`src/rtl/opstack_call_ctrl.sv`:
```
// Opcode call-stack sequencer: CALL pushes, RET pops and issues to the datapath.
// Optional macro OPSTACK_TOP_PEEK_EN adds top_op output and ret_peek (non-destructive RET).
module opstack_call_ctrl #(
   parameter int unsigned OP_W  = 4,
   parameter int unsigned DEPTH = 8,
   parameter int unsigned CNT_W = 4
) (
   input  logic             clock,
   input  logic             reset,
   input  logic             call_req,
   input  logic [OP_W-1:0]  call_op,
   output logic             call_ack,
   input  logic             ret_req,
   output logic             ret_ack,
   output logic [OP_W-1:0]  exec_op,
   output logic             exec_valid,
   input  logic             exec_done,
   output logic [CNT_W-1:0] depth,
   output logic             full,
   output logic             empty,
   output logic             overflow_err,
   output logic             underflow_err,
`ifdef OPSTACK_TOP_PEEK_EN
   output logic [OP_W-1:0]  top_op,
   input  logic             ret_peek,
`endif
   input  logic             err_clr
);

   localparam int unsigned AW = (DEPTH > 1) ? $clog2(DEPTH) : 1;

   localparam logic [1:0] S_IDLE = 2'd0;
   localparam logic [1:0] S_ACK  = 2'd1;
   localparam logic [1:0] S_EXEC = 2'd2;

   logic [1:0]      state_q, state_d;
   logic [CNT_W-1:0] depth_q, depth_d;
   logic            full_q, full_d;
   logic            empty_q, empty_d;
   logic [OP_W-1:0] exec_op_q, exec_op_d;
   logic            exec_valid_q, exec_valid_d;
   logic            call_ack_q, call_ack_d;
   logic            ret_ack_q, ret_ack_d;
   logic            ovf_q, ovf_d;
   logic            unf_q, unf_d;
   logic            ovf_set_c, unf_set_c;
   logic            push_c;
   logic            peek_c;
   logic [OP_W-1:0] top_c;

   logic [OP_W-1:0] stack_q [DEPTH];

`ifdef OPSTACK_TOP_PEEK_EN
   assign peek_c = ret_peek;
   assign top_op = top_c;
`else
   assign peek_c = 1'b0;
`endif

   // Top-of-stack view; zero when empty
   always_comb begin
      top_c = '0;
      if (depth_q != '0) begin
         top_c = stack_q[AW'(depth_q - CNT_W'(1))];
      end
   end

   // Storage is deliberately left unreset
   always_ff @(posedge clock) begin
      if (push_c) begin
         stack_q[AW'(depth_q)] <= call_op;
      end
   end

   always_ff @(posedge clock or posedge reset) begin
      if (reset) begin
         state_q      <= S_IDLE;
         depth_q      <= '0;
         full_q       <= 1'b0;
         empty_q      <= 1'b1;
         exec_op_q    <= '0;
         exec_valid_q <= 1'b0;
         call_ack_q   <= 1'b0;
         ret_ack_q    <= 1'b0;
         ovf_q        <= 1'b0;
         unf_q        <= 1'b0;
      end else begin
         state_q      <= state_d;
         depth_q      <= depth_d;
         full_q       <= full_d;
         empty_q      <= empty_d;
         exec_op_q    <= exec_op_d;
         exec_valid_q <= exec_valid_d;
         call_ack_q   <= call_ack_d;
         ret_ack_q    <= ret_ack_d;
         ovf_q        <= ovf_d;
         unf_q        <= unf_d;
      end
   end

   always_comb begin
      state_d      = state_q;
      depth_d      = depth_q;
      exec_op_d    = exec_op_q;
      exec_valid_d = exec_valid_q;
      call_ack_d   = 1'b0;
      ret_ack_d    = 1'b0;
      ovf_set_c    = 1'b0;
      unf_set_c    = 1'b0;
      push_c       = 1'b0;

      case (state_q)
         S_IDLE: begin
            // RET wins over a simultaneous CALL
            if (ret_req) begin
               ret_ack_d = 1'b1;
               if (!empty_q) begin
                  exec_op_d    = top_c;
                  exec_valid_d = 1'b1;
                  state_d      = S_EXEC;
                  if (!peek_c) begin
                     depth_d = depth_q - CNT_W'(1);
                  end
               end else begin
                  unf_set_c = 1'b1;
                  state_d   = S_ACK;
               end
            end else if (call_req) begin
               call_ack_d = 1'b1;
               state_d    = S_ACK;
               if (!full_q) begin
                  push_c  = 1'b1;
                  depth_d = depth_q + CNT_W'(1);
               end else begin
                  ovf_set_c = 1'b1;
               end
            end
         end
         S_ACK: begin
            state_d = S_IDLE;
         end
         S_EXEC: begin
            if (exec_done) begin
               exec_valid_d = 1'b0;
               state_d      = S_IDLE;
            end
         end
         default: begin
            state_d = S_IDLE;
         end
      endcase

      full_d  = (depth_d == CNT_W'(DEPTH));
      empty_d = (depth_d == '0);
      ovf_d   = ovf_set_c | (ovf_q & ~err_clr);
      unf_d   = unf_set_c | (unf_q & ~err_clr);
   end

   assign call_ack      = call_ack_q;
   assign ret_ack       = ret_ack_q;
   assign exec_op       = exec_op_q;
   assign exec_valid    = exec_valid_q;
   assign depth         = depth_q;
   assign full          = full_q;
   assign empty         = empty_q;
   assign overflow_err  = ovf_q;
   assign underflow_err = unf_q;

endmodule
```
`config.mk`:
```
export PLATFORM = sky130hd
export DESIGN_NAME = opstack_call_ctrl
export DESIGN_NICKNAME = d
export VERILOG_FILES = /design/src/rtl/opstack_call_ctrl.sv
export SDC_FILE = /design/constraint.sdc
export NUM_CORES = 1
export LEC_CHECK = 0
export BUFFER_PORTS_ARGS = -buffer_cell sky130_fd_sc_hd__buf_4
export CAP_MARGIN = 20
export CORE_MARGIN = 1
export CORE_UTILIZATION = 55
export DETAILED_ROUTE_END_ITERATION = 10
export GPL_TIMING_DRIVEN = 0
export PLACE_DENSITY = 0.76
export REMOVE_ABC_BUFFERS = 1
export SLEW_MARGIN = 10
export SYNTH_ARGS = -nofsm -noshare
export SYNTH_HDL_FRONTEND = slang
export SYNTH_SLANG_ARGS = --single-unit
```
`constraint.sdc`:
```
create_clock -name clock -period 3.2 [get_ports clock]
set_input_delay 0.64 -clock clock [delete_from_list [all_inputs] [get_ports clock]]
set_output_delay 0.64 -clock clock [all_outputs]
set_load 0.03 [all_outputs]
```
==> results.cfg <==
[outcome]
status = finished clean

[clock_tree]
cts_setup_buffers = 0
ctsResizeCount = 0
numCtsBuffers = 5
clock-sinks = 49
clk_latency_ns = 0.30
h-tree-depth = 2
clk_pin_slew_ns = 0.09
root_buffer = clkbuf_8
cts_tree = done
cts.path.max_buffers = 2
hold_buffers = 0

[floorplan]
fp.dieW_um = 63.6
rows = 22
fp.dieH_um = 63.6
pin_count = 25
initial_core_util_pct = 56.9
die-area_um2 = 4040
coreArea_um2 = 3660

[job]
max-cap-violations = 0

[final_layout]
fin_nets = 182
fillers = 268
drive_above_1_share_pct = 26.3
fin_util_pct = 65.3
diodes = 0
area_growth_pct = 14.7

[global_route]
grt_first_pass_wirelength_um = 5740
grt_pass1_vias = 1209
grt_max_degree = 18
grt_antenna_before_repair = 0
grt_usage_pct = 20.2
grt_overflow_total = 0

[placed_design]
finalWeightedCongestion = 0.777
pre_cts_ws_ns = 0.732
dp_hpwl_um = 2570
io_buffers = 24

[power]
power_frac_clock_pct = 16.2
power_density_nw_per_um2 = 931
netSwitchingPower_mw = 0.876
internal_power_mw = 1.35
p_leak_nw = 0.906
worst_ir_drop_vdd_uv = 355
comb_power_share_pct = 41.7
swShare_pct = 39.3
p_seq_share_pct = 42.1
report.power.total_mw = 2.23

[sta]
setup_tns_ns = 0
worst_pin_slew_ns = 0.724
setup_viol = 0
rsz0062_at_grt = no
final_max_slew_viol_count = 0
finalWorstSetupSlack_ns = 0.761
fmax_mhz = 410
finClkSkew_ns = 0.00837
min_period_ns = 2.44
whs_ns = 0.414
slew_headroom_pct = 51.7
post-route-period-util_pct = 76.2
hold_viol_final = 0

[routing]
wl_um = 3690
vias = 1255
met3_length_um = 208
drt-initial-drc-count = 89
met2_length_um = 1890
drt-met1-wl_um = 1520
drc = 0
dr.max_layer_used = met4
vias_per_cell = 5.73
wl_per_cell_um = 16.8
ant_nets = 0
dr.pass1.iters = 4

[setup_path]
worstPathArrival_ns = 2.61
worstPathMaxFanout = 16
worstSetupStartpointType = flip-flop
crit_slowest_cell = dfrtp_1
setup.worst_path.end_class = flip-flop
crit_chain = inv_1 > ha_1 > mux4_2 > mux2i_1 > o21ai_0
cpPeakStageDelay_ns = 0.82
critPathRequiredTime_ns = 3.37
crit_type = flip-flop to flip-flop

[synth]
syn_area_um2 = 2080
ys_warn_count = 0
synth_area_per_cell_um2 = 14.6
synth_edf_count = 32
yosysSeqAreaShare_pct = 66.6
ys.flop_type = edfxtp_1
synth-seq-cells = 49
async_flop_share_pct = 34.7
synth_cells = 143
synth_cell_type_count = 35

[min_path]
hold_path.class = input pin to async pin
cells by family after synthesis:
kind of cell               count (synthesis)  share of synthesized area [%]
buffers and inverters                     11                           2.46
AOI/OAI and AO/OA                         23                           6.84
adders and majority gates                  2                           1.20
muxes                                     13                           11.0
DFF                                       49                           66.6
and+or+nand+nor                           42                           10.6
xor gates and xnor gates                   3                           1.26
path summary, 6_finish.rpt:
kind,startpoint,endpoint,slack [ns],depth (start not counted)
worst max-delay path,depth[0],exec_op[1],0.76,5
worst min-delay path,reset,ret_ack,0.41,2
min in group clock,exec_op[0],exec_op[0],0.49,2
max in group asynchronous,reset,full,2.38,2
worst min register to register,exec_op[0],exec_op[0],0.49,2
worst max register to register,depth[0],exec_op[1],0.76,5
registers in the layout, indices dropped and copies added (netlist names):
register       cells
ret_ack            1
exec_valid         1
overflow_err       1
state_q            2
exec_op            4
stack_q           32
full               1
empty              1
underflow_err      1
depth              4
call_ack           1
critical path, delay by kind of cell (launching register included):
kind	cells	cell delay [ns]
DFF	1	0.82
AOI/OAI and AO/OA	1	0.11
buffers and inverters	1	0.18
muxes	2	0.58
adders and majority gates	1	0.61
cell usage in the layout, fill, tap and decap left out, drive strengths merged, types with 3 or more instances in the layout:
master	count
clkbuf	5
nor3	3
buf	24
nand2b	4
clkinv	3
mux4	8
nor2	12
o21ai	13
dfrtp	16
edfxtp	32
mux2i	5
inv	7
nand2	10
power groups by stage:
stage | clock, mW | sequential (mW) | combinational, mW
2_1_floorplan | 0 | 1.07 | 0.524
3_3_place_gp | 0 | 0.943 | 0.914
3_5_place_dp | 0 | 0.951 | 0.933
4_1_cts | 0.370 | 0.936 | 0.935
5_1_grt | 0.391 | 0.961 | 1.00
6_report | 0.361 | 0.938 | 0.929
metrics by stage:
stage	cells	cell area, um2
floorplan	139	2060
global placement	211	2300
detailed placement	211	2300
CTS	219	2390
global route	219	2390
finish	219	2390
layout make-up:
| cell class | instances | area, um2 | area share, % |
|---|---|---|---|
| sequential | 49 | 1390 | 58.0 |
| multi-input combinational | 83 | 646 | 27.0 |
| timing repair buffer | 24 | 180 | 7.54 |
| clock buffer | 5 | 68.8 | 2.88 |
| tap | 48 | 60.1 | 2.51 |
| inverter | 7 | 26.3 | 1.10 |
| clock inverter | 3 | 22.5 | 0.942 |
routing by layer:
layer / vias to the layer above / global-route usage, %
met3: 9 / 7.61
met4: 0 / 9.09
met2: 38 / 32.8
met5: - / 0
li1: 584 / -
met1: 624 / 23.6
Yosys cell counts (2+ instances only):
master    instances  area share (%)
buf_2             2            0.48
dfrtp_1          16              19
a32oi_1           2            0.84
xnor2_1           2            0.84
o21ai_0          13             3.1
nand3_1           2            0.48
nor3_1            3            0.72
nor2b_1           2            0.60
inv_1             7             1.3
ha_1              2             1.2
nand2_1          10             1.8
nand2b_1          4             1.2
edfxtp_1         32              46
a21oi_1           2            0.48
mux2i_1           5             2.4
nor2_1           12             2.2
o22ai_1           2            0.60
mux4_2            8             8.6
No activity file was read; power rests on OpenSTA's default activity.
